`src/rtl/sha256_pkg.sv`:
```
// rtl/sha256_pkg.sv - shared types and constants for the SHA-256 message padder
package sha256_pkg;

  typedef enum logic [1:0] {
    DATA  = 2'd0,
    PAD80 = 2'd1,
    ZERO  = 2'd2,
    LEN   = 2'd3
  } state_t;

  typedef logic [7:0] byte_t;

  localparam int         BLOCK_BYTES = 64;
  localparam logic [5:0] LEN_POS     = 6'd56;
  localparam logic [5:0] LAST_IDX    = 6'(BLOCK_BYTES - 1);
  localparam byte_t      PAD_BYTE    = 8'h80;

endpackage

```
`src/rtl/sha256_msg_padder.sv`:
```
// rtl/sha256_msg_padder.sv - byte-serial FIPS 180-4 message padder emitting 64-byte blocks
module sha256_msg_padder
  import sha256_pkg::*;
#(
  parameter int CNT_W = 61
) (
  input  logic       clk,
  input  logic       reset_n,
  input  logic [7:0] in_data,
  input  logic       in_valid,
  input  logic       in_last,
  input  logic       in_empty,
  output logic       in_ready,
  output logic [7:0] out_data,
  output logic       out_valid,
  input  logic       out_ready,
  output logic       out_first,
  output logic       out_blk_last,
  output logic       out_msg_last
);

  state_t             state_q, state_d;
  logic [5:0]         idx_q, idx_d;
  logic [CNT_W-1:0]   count_q, count_d;
  logic [5:0]         idx_inc;
  logic [63:0]        bit_len;
  logic [63:0]        len_shift;

  assign idx_inc = idx_q + 6'd1;
  // Bit length is the byte count times eight; idx[2:0]==0 selects the MSB byte.
  assign bit_len   = 64'({count_q, 3'b000});
  assign len_shift = bit_len >> {~idx_q[2:0], 3'b000};

  // Next-state, counter updates and handshake outputs; everything is idle while in reset.
  always_comb begin
    state_d   = state_q;
    idx_d     = idx_q;
    count_d   = count_q;
    in_ready  = 1'b0;
    out_valid = 1'b0;
    out_data  = 8'h00;
    if (reset_n) begin
      unique case (state_q)
        DATA: begin
          if (in_valid && in_last && in_empty) begin
            // Zero-length message marker: swallow the beat without emitting anything.
            in_ready = 1'b1;
            state_d  = PAD80;
          end else begin
            out_valid = in_valid;
            out_data  = in_data;
            in_ready  = out_ready;
            if (in_valid && out_ready) begin
              idx_d   = idx_inc;
              count_d = count_q + CNT_W'(1);
              if (in_last) state_d = PAD80;
            end
          end
        end
        PAD80: begin
          out_valid = 1'b1;
          out_data  = PAD_BYTE;
          if (out_ready) begin
            idx_d   = idx_inc;
            state_d = (idx_inc == LEN_POS) ? LEN : ZERO;
          end
        end
        ZERO: begin
          out_valid = 1'b1;
          if (out_ready) begin
            idx_d = idx_inc;
            if (idx_inc == LEN_POS) state_d = LEN;
          end
        end
        LEN: begin
          out_valid = 1'b1;
          out_data  = len_shift[7:0];
          if (out_ready) begin
            idx_d = idx_inc;
            if (idx_q == LAST_IDX) begin
              state_d = DATA;
              idx_d   = 6'd0;
              count_d = '0;
            end
          end
        end
        default: state_d = DATA;
      endcase
    end
  end

  // Block framing strobes derived from the position within the current block.
  always_comb begin
    out_first    = out_valid && (idx_q == 6'd0);
    out_blk_last = out_valid && (idx_q == LAST_IDX);
    out_msg_last = out_blk_last && (state_q == LEN);
  end

  // State, block position and message byte count registers.
  always_ff @(posedge clk) begin
    if (!reset_n) begin
      state_q <= DATA;
      idx_q   <= 6'd0;
      count_q <= '0;
    end else begin
      state_q <= state_d;
      idx_q   <= idx_d;
      count_q <= count_d;
    end
  end

endmodule

```
`config.mk`:
```
export PLATFORM = sky130hd
export DESIGN_NAME = sha256_msg_padder
export DESIGN_NICKNAME = d
export VERILOG_FILES = /design/src/rtl/sha256_pkg.sv /design/src/rtl/sha256_msg_padder.sv
export SDC_FILE = /design/constraint.sdc
export NUM_CORES = 1
export LEC_CHECK = 0
export ABC_AREA = 1
export CORE_ASPECT_RATIO = 1.2
export CORE_MARGIN = 5
export CORE_UTILIZATION = 40
export DETAILED_ROUTE_END_ITERATION = 16
export GPL_TIMING_DRIVEN = 0
export PLACE_DENSITY_LB_ADDON = 0.05
export SLEW_MARGIN = 20
export SYNTH_ARGS = -nofsm -noshare
export SYNTH_HDL_FRONTEND = slang
export SYNTH_SLANG_ARGS = --single-unit
```
`constraint.sdc`:
```
create_clock -name clk -period 3.4 [get_ports clk]
set_clock_uncertainty 0.05 [all_clocks]
set_input_delay 0.85 -clock clk [delete_from_list [all_inputs] [get_ports clk]]
set_output_delay 0.85 -clock clk [all_outputs]
set_load 0.02 [all_outputs]
```
==> results.sh, run 1 <==
export IMPL_final_area_sq_um=5740
export IMPL_synth_cells=865
export IMPL_rows=44
export IMPL_yosysSeqAreaShare_pct=27.8
export IMPL_period_needed_ns=3.29
export IMPL_n_fill_cell=1367
export IMPL_cts_root_buf="clkbuf_16"
export IMPL_tns_ns=0
export IMPL_dr_pass1_iters=5
export IMPL_globalplace_congestion=0.930
export IMPL_port_buffers=26
export IMPL_postSynthAreaPerCell_sq_um=5.75
export IMPL_hold_slack_ns=0.465
export IMPL_grt_pass1_vias=5275
export IMPL_maxCapViolCount=0
export IMPL_async_flop_share_pct=0
export IMPL_use_met2_pct=41.2
export IMPL_routed_via_density=5.43
export IMPL_synthFlopType="dfxtp_1"
export IMPL_grt_max_degree=12
export IMPL_use_met3_pct=4.59
export IMPL_placed_cell_area_sq_um=5430
export IMPL_critPathBufInv=4
export IMPL_cp_cell_sequence="buf_4 -> clkinv_2 -> nand2_4 -> clkinvlp_4 -> a22oi_1 -> o211ai_1 -> nand3_1 -> a21oi_1 -> dlygate4sd2_1"
export IMPL_crit_start="idx_q[0]"
export IMPL_synth_edff_count=0
export IMPL_critical_path_arrival_ns=2.39
export IMPL_grt_pass1_wl_um=28500
export IMPL_drc=0
export IMPL_drive_gt1_share_pct=5.84
export IMPL_clock_latency_ns=0.34
export IMPL_cp_top_family="buffers and inverters"
export IMPL_slew_headroom_pct=53.9
export IMPL_synth_warning_count=0
export IMPL_crit_type="flop to output pin"
export IMPL_numCtsBuffers=9
export IMPL_vdd_drop_max_mv=0.222
export IMPL_vias=5809
export IMPL_clk_pin_slew_ns=0.06
export IMPL_initial_core_util_pct=40.9
export IMPL_crit_slowest_cell="dfxtp_1"
export IMPL_cellPowerDensity_nw_per_um2=483
export IMPL_setup_viol=0
export IMPL_r2r_start="idx_q[1]"
export IMPL_cp_start_kind="flop"
export IMPL_p_leak_nw=2.27
export IMPL_status="complete, no violations"
export IMPL_fp_coreArea_sq_um=12200
export IMPL_hpwl_um=14100
export IMPL_diodes=0
export IMPL_hold_start="idx_q[5]"
export IMPL_pre_cts_slack_ns=-0.639
export IMPL_tritoncts="done"
export IMPL_max_freq_mhz=304
export IMPL_cts_buffer_depth=2
export IMPL_synthTopCellsByArea="dfxtp_1 28%, nand2_1 17%, nor2_1 13%"
export IMPL_clock_sinks=69
export IMPL_finalHoldViolCount=0
export IMPL_grt_ovfl_total=0
export IMPL_hold_buffers=0
export IMPL_die_area_sq_um=14800
export IMPL_slew_viol_final=0
export IMPL_syn_nets=887
export IMPL_hold_class="flop to flop"
export IMPL_synth_top_area_share_pct=27.8
export IMPL_cp_end_kind="output pin"
export IMPL_cp_required_ns=2.50
export IMPL_worst_slack_ns=0.106
export IMPL_synth_top_area_cell="dfxtp_1"
export IMPL_utilization_pct=47.2
export IMPL_area_growth_pct=15.5
export IMPL_die_h_um=132
export IMPL_num_io_pins=27
export IMPL_nets=926
export IMPL_tightest_slew_ns=0.688
export IMPL_crit_fanout=10
export IMPL_grt_usage_pct=24.5
export IMPL_syn_area_sq_um=4970
export IMPL_drtIter0Drc=552
export IMPL_wl_per_cell_um=16.9
export IMPL_antenna_left=0
export IMPL_fp_dieW_um=112
export IMPL_ys_ff_latch=69
export IMPL_finalCritPeriodShare_pct=96.9
export IMPL_slowest_delay_ns=0.36
export IMPL_antenna_found_initial=0
export IMPL_grt_use_met1_pct=31.3
export IMPL_htree_levels=3
export IMPL_wl_um=18100
export IMPL_synth_cell_types=34
export IMPL_busiest_layer="met2"
-- Yosys cell counts (3+ instances only) --
| cell | number |
|---|---|
| nor4_1 | 3 |
| buf_2 | 10 |
| nand4_1 | 35 |
| clkbuf_1 | 6 |
| o211ai_1 | 3 |
| nor3_1 | 23 |
| dfxtp_1 | 69 |
| nor2_1 | 170 |
| nor3b_1 | 5 |
| nand3b_1 | 5 |
| o2111ai_1 | 10 |
| o21ai_0 | 37 |
| inv_1 | 114 |
| ha_1 | 8 |
| nor2_2 | 10 |
| a21oi_1 | 45 |
| nand3_1 | 57 |
| buf_6 | 3 |
| nand2_1 | 230 |
-- where the power goes --
group	internal (mW)	leakage [nW]	switching [mW]	total, mW
Clock	0.560	0.138	0.368	0.929
Sequential	0.847	0.557	0.0530	0.900
Combinational	0.287	1.57	0.655	0.943
-- cell usage in the layout, fill, tap and decap left out, drive strengths merged, types with 4 or more instances in the layout --
cell type	instances
clkdlybuf4s50	14
buf	16
a21oi	45
nand4	35
nor3b	5
nor3	23
clkinv	4
o21ai	40
nand2	232
dlygate4sd2	9
o2111ai	10
nor2	180
dfxtp	69
inv	114
nand3	57
ha	8
clkbuf	16
nand3b	5
-- path summary, 6_finish.rpt --
check	depth (start not counted)	to	slack [ns]
max	9	out_data[7]	0.11
min	2	idx_q[5]	0.47
max reg2reg	12	count_q[54]	1.07
min reg2reg	2	idx_q[5]	0.47
-- state kept, by name, indices dropped and copies added (netlist names) --
name	flops
state_q	2
idx_q	6
count_q	61
-- area by class of cell --
class	instances	area, sq um	share of cell area [%]
Multi-Input combinational cell	659	3040	53.0
Sequential cell	69	1380	24.1
Inverter	117	448	7.80
Timing Repair Buffer	28	265	4.62
Clock buffer	10	229	3.99
Tap cell	161	201	3.51
Buffer	20	120	2.09
Clock inverter	5	52.6	0.915
-- logic make-up (layout without fill, tap and decap cells) --
kind of cell             after synthesis  in the layout  synth area share [%]
adder cells (fa/ha/maj)                8              8                  2.01
XOR/XNOR                               1              1                 0.176
AND/OR/NAND/NOR                      541            541                  46.2
AO/OA/AOI/OAI                        109            109                  12.7
buffers and inverters                137            180                  11.1
flip-flops                            69             69                  27.8
-- per-stage QoR --
stage	cells	power, mW
after floorplan	865	1.49
after global placement	1052	1.81
after detailed placement	1052	1.82
after CTS	1067	2.76
after global routing	1069	2.92
final	1069	2.77
-- routing by layer --
layer	routed length [um]	share of wire, %
met2	8660	48
met3	1220	6.7
met4	483	2.7
met1	7740	43
met5	0	0
-- worst min-delay path, delay by kind of cell (launching register included) --
family / cells / cell delay (ns)
AO/OA/AOI/OAI: 1 / 0.05
flip-flops: 1 / 0.34
AND/OR/NAND/NOR: 1 / 0.07
-- timing repair --
action                     CTS  global route
resized for setup           22             3
setup buffers                0             2
setup endpoints to repair   12             4
Power figures use the tool's default switching activity.
==> run 2: changes to the inputs <==
CORE_UTILIZATION = 45   (was 40)
==> results.sh, run 2 (synthesis results as in run 1) <==
export IMPL_status="complete, no violations"
export IMPL_htree_levels=3
export IMPL_hold_slack_ns=0.484
export IMPL_slew_viol_final=0
export IMPL_crit_type="flop to output pin"
export IMPL_num_io_pins=27
export IMPL_fp_dieW_um=106
export IMPL_max_freq_mhz=301
export IMPL_antenna_left=0
export IMPL_nets=924
export IMPL_hold_buffers=0
export IMPL_initial_core_util_pct=45.5
export IMPL_p_int_mw=1.84
export IMPL_clock_latency_ns=0.35
export IMPL_area_growth_pct=15.4
export IMPL_drc=0
export IMPL_cellPowerDensity_nw_per_um2=509
export IMPL_largest_registers="count_q (61), idx_q (6), state_q (2)"
export IMPL_die_h_um=125
export IMPL_diodes=0
export IMPL_seqPwrFrac_pct=30.8
export IMPL_cp_required_ns=2.50
export IMPL_grt_pass1_wl_um=28200
export IMPL_numCtsBuffers=9
export IMPL_p_comb_share_pct=31.2
export IMPL_slowest_delay_ns=0.38
export IMPL_utilization_pct=52.5
export IMPL_worst_slack_ns=0.0784
export IMPL_port_buffers=26
export IMPL_maxCapViolCount=0
export IMPL_grt_pass1_vias=5405
export IMPL_hpwl_um=13600
export IMPL_crit_slowest_cell="dfxtp_1"
export IMPL_power_mw=2.92
export IMPL_clock_power_share_pct=37.9
export IMPL_dr_pass1_iters=8
export IMPL_grt_usage_pct=26.8
export IMPL_vias=5825
export IMPL_wl_per_cell_um=17.1
export IMPL_antenna_found_initial=0
export IMPL_globalplace_congestion=0.977
export IMPL_cp_start_kind="flop"
export IMPL_multiInputGateArea_sq_um=3040
export IMPL_final_common_cell="nand2_1"
export IMPL_clk_pin_slew_ns=0.06
export IMPL_largest_reg_flops=61
export IMPL_rsz0062_at_grt="false"
export IMPL_seq_area_sq_um=1380
export IMPL_n_fill_cell=1129
export IMPL_pre_cts_slack_ns=-0.591
export IMPL_rows=42
export IMPL_cp_end_kind="output pin"
export IMPL_tightest_slew_ns=0.651
export IMPL_cp_cell_sequence="nand2_1 -> clkinv_1 -> a22oi_1 -> o211ai_1 -> nand3_1 -> a21oi_1 -> dlygate4sd2_1"
export IMPL_tritoncts="done"
export IMPL_vdd_drop_max_mv=0.291
export IMPL_crit_fanout=10
export IMPL_p_switching_mw=1.09
export IMPL_period_needed_ns=3.32
export IMPL_grt_max_degree=13
export IMPL_wl_um=17700
export IMPL_mostFrequentLayoutCells="229 x nand2_1, 170 x nor2_1, 114 x inv_1"
export IMPL_hold_class="flop to flop"
export IMPL_p_leak_nw=2.31
export IMPL_slew_headroom_pct=56.4
export IMPL_setup_viol=0
export IMPL_fp_coreArea_sq_um=10900
export IMPL_drtIter0Drc=457
export IMPL_drive_gt1_share_pct=5.51
export IMPL_critical_path_arrival_ns=2.42
export IMPL_regMostFlops="count_q"
export IMPL_finalCritPeriodShare_pct=97.7
export IMPL_cts_root_buf="clkbuf_16"
export IMPL_clock_sinks=69
export IMPL_finalHoldViolCount=0
export IMPL_cts_buffer_depth=2
export IMPL_p_sw_share_pct=37.2
export IMPL_routed_via_density=5.61
export IMPL_grt_ovfl_total=0
export IMPL_die_area_sq_um=13300
-- run 2: final timing paths --
kind	end	slack, ns	startpoint	depth (start not counted)
worst min-delay path	count_q[31]	0.48	count_q[31]	2
worst min register to register	count_q[31]	0.48	count_q[31]	2
worst max register to register	count_q[2]	0.94	state_q[0]	12
worst max-delay path	out_data[7]	0.08	idx_q[1]	7
-- run 2: power groups by stage --
stage          clock network [mW]  logic [mW]  registers [mW]
2_1_floorplan                   0       0.587           0.899
5_1_grt                      1.15       0.991           0.907
3_3_place_gp                    0       0.888           0.912
6_report                     1.11       0.913           0.901
3_5_place_dp                    0       0.897           0.913
4_1_cts                      1.12       0.897           0.899
-- run 2: layer usage --
| layer | share of wire (%) | up-vias | global-route usage (%) |
|---|---|---|---|
| met4 | 4.2 | 0 | 14.6 |
| met5 | 0 | - | 0 |
| met3 | 6.3 | 43 | 3.45 |
| met2 | 46 | 245 | 43.6 |
| li1 | - | 2887 | - |
| met1 | 43 | 2650 | 34.4 |
-- run 2: area by class of cell --
type	instances	share of cell area (%)
multi-input combinational	659	53.1
clock inverter	6	1.94
timing repair buffer	26	4.32
inverter	117	7.68
sequential	69	24.1
clock buffer	10	3.99
tap	132	2.88
buffer	20	2.07
-- run 2: repair_timing --
| item | 4_1_cts | 5_1_grt |
|---|---|---|
| endpoints found under the setup margin | 12 | 3 |
| buffers inserted | 0 | 0 |
| resized for setup | 20 | 4 |
-- run 2: through the flow --
stage,setup TNS [ns],cells,instance area (sq um)
2_1_floorplan,0,865,4970
3_3_place_gp,-4.81,1023,5400
3_5_place_dp,-4.95,1023,5400
4_1_cts,0,1039,5740
5_1_grt,0,1039,5740
6_report,0,1039,5740
-- run 2: critical path: cells and delay by family (launching register included) --
family / cells / cell delay, ns
flops: 1 / 0.38
buf+inv: 2 / 0.68
compound gates: 3 / 0.59
simple gates: 2 / 0.42
==> run 3: changes to the inputs <==
CTS_BUF_LIST = sky130_fd_sc_hd__clkbuf_16   (was unset)
CTS_CLUSTER_SIZE = 16   (was unset)
GPL_TIMING_DRIVEN = unset   (was 0)
==> results.sh, run 3 (synthesis results as in run 1) <==
export IMPL_grt_pass1_vias=5129
export IMPL_htree_levels=3
export IMPL_finalCritPeriodShare_pct=96.2
export IMPL_period_needed_ns=3.27
export IMPL_numCtsBuffers=9
export IMPL_cp_top_family="buffers and inverters"
export IMPL_final_common_cell="nand2_1"
export IMPL_fp_dieW_um=106
export IMPL_largest_registers="count_q (61), idx_q (6), state_q (2)"
export IMPL_diodes=0
export IMPL_tritoncts="done"
export IMPL_tightest_slew_ns=0.884
export IMPL_drc=0
export IMPL_p_comb_share_pct=33.3
export IMPL_die_area_sq_um=13300
export IMPL_cp_start_kind="input pin"
export IMPL_grt_max_degree=49
export IMPL_critical_path_depth=8
export IMPL_p_int_mw=1.70
export IMPL_cp_common_cell="nand2_1"
export IMPL_drtIter0Drc=448
export IMPL_critical_path_arrival_ns=2.37
export IMPL_hold_class="flop to flop"
export IMPL_vias=5711
export IMPL_regMostFlops="count_q"
export IMPL_utilization_pct=52.1
export IMPL_crit_type="input pin to output pin"
export IMPL_p_leak_nw=2.30
export IMPL_wl_per_cell_um=15.7
export IMPL_cp_cell_sequence="clkdlybuf4s50_1 -> nand3_1 -> nand2_1 -> inv_1 -> buf_4 -> nand2_1 -> a21oi_1 -> dlygate4sd2_1"
export IMPL_num_io_pins=27
export IMPL_clock_sinks=69
export IMPL_grt_usage_pct=24.3
export IMPL_clock_latency_ns=0.33
export IMPL_initial_core_util_pct=45.5
export IMPL_routed_via_density=5.52
export IMPL_hold_buffers=0
export IMPL_cts_buffer_depth=2
export IMPL_finalHoldViolCount=0
export IMPL_largest_reg_flops=61
export IMPL_slew_viol_final=0
export IMPL_critPathBufInv=4
export IMPL_fp_coreArea_sq_um=10900
export IMPL_cellPowerDensity_nw_per_um2=474
export IMPL_clk_pin_slew_ns=0.06
export IMPL_postCtsSetupBuffers=0
export IMPL_area_growth_pct=14.6
export IMPL_antenna_found_initial=0
export IMPL_antenna_left=0
export IMPL_grt_pass1_wl_um=25600
export IMPL_p_switching_mw=1.00
export IMPL_crit_fanout=6
export IMPL_tns_ns=0
export IMPL_dr_pass1_iters=5
export IMPL_rows=42
export IMPL_rsz0062_at_grt="false"
export IMPL_reg2reg_depth=10
export IMPL_status="complete, no violations"
export IMPL_mostFrequentLayoutCells="230 x nand2_1, 169 x nor2_1, 116 x inv_1"
export IMPL_max_freq_mhz=306
export IMPL_seqPwrFrac_pct=33.5
export IMPL_drive_gt1_share_pct=4.98
export IMPL_cp_required_ns=2.50
export IMPL_clock_power_share_pct=33.2
export IMPL_cp_end_kind="output pin"
export IMPL_cts_root_buf="clkbuf_16"
export IMPL_min_path_cells=1
export IMPL_p_sw_share_pct=37.1
export IMPL_slowest_delay_ns=0.46
export IMPL_crit_slowest_cell="clkdlybuf4s50_1"
export IMPL_vdd_drop_max_mv=0.235
export IMPL_hpwl_um=12600
export IMPL_power_mw=2.70
export IMPL_setup_viol=0
export IMPL_wl_um=16200
export IMPL_globalplace_congestion=0.952
export IMPL_die_h_um=125
export IMPL_slew_headroom_pct=41.1
export IMPL_nets=922
export IMPL_maxCapViolCount=0
export IMPL_port_buffers=26
export IMPL_grt_ovfl_total=0
==> run 3: changes by cell type in the layout (fill, tap and decap cells not counted), sizes merged, moves of 2 or more <==
cell / previous run / this run
clkbuf: 17 / 9
buf: 14 / 18
bufinv: 3 / 1
inv: 115 / 117
dlygate4sd2: 9 / 11
clkdlybuf4s15: 2 / 0
==> run 3: power by group through the flow <==
stage	registers, mW	clock network (mW)	logic (mW)
final	0.906	0.897	0.898
after global routing	0.913	0.951	0.981
after CTS	0.905	0.911	0.888
after detailed placement	0.922	0	0.899
after global placement	0.920	0	0.885
after floorplan	0.899	0	0.587
==> run 3: final timing paths <==
kind / from / slack [ns] / end
hold / removal: count_q[14] / 0.47 / count_q[14]
setup reg to reg: state_q[0] / 0.87 / count_q[36]
setup / recovery: in_valid / 0.13 / out_data[2]
hold reg to reg: count_q[14] / 0.47 / count_q[14]
==> run 3: routing by layer <==
layer  part of all wire, %  vias to the layer above  track usage, %
met4                   3.6                        0            10.4
met2                    47                      212            40.5
met5                     0                        -               0
met1                    44                     2585            30.9
li1                      -                     2875               -
met3                   5.5                       39            4.28
==> run 3: area by class of cell <==
cell class	instances	area, sq um
clock buffer	9	225
timing repair buffer	44	399
fill	1150	5240
tap	132	165
clock inverter	5	46.3
sequential	69	1380
multi-input combinational	659	3040
inverter	117	439
==> run 3: through the flow <==
step	setup slack, ns	area, sq um	hold slack [ns]	instances
2_1_floorplan	0.314	4970	0.417	865
3_3_place_gp	-0.112	5430	0.433	1021
3_5_place_dp	-0.163	5430	0.452	1021
4_1_cts	0.0269	5690	0.466	1035
5_1_grt	0.0117	5700	0.493	1035
6_report	0.129	5700	0.466	1035
==> run 3: what timing repair did <==
| item | CTS | global route |
|---|---|---|
| cloned | 0 | 0 |
| gates resized for setup | 11 | 2 |
| endpoints found under the setup margin | 11 | 2 |
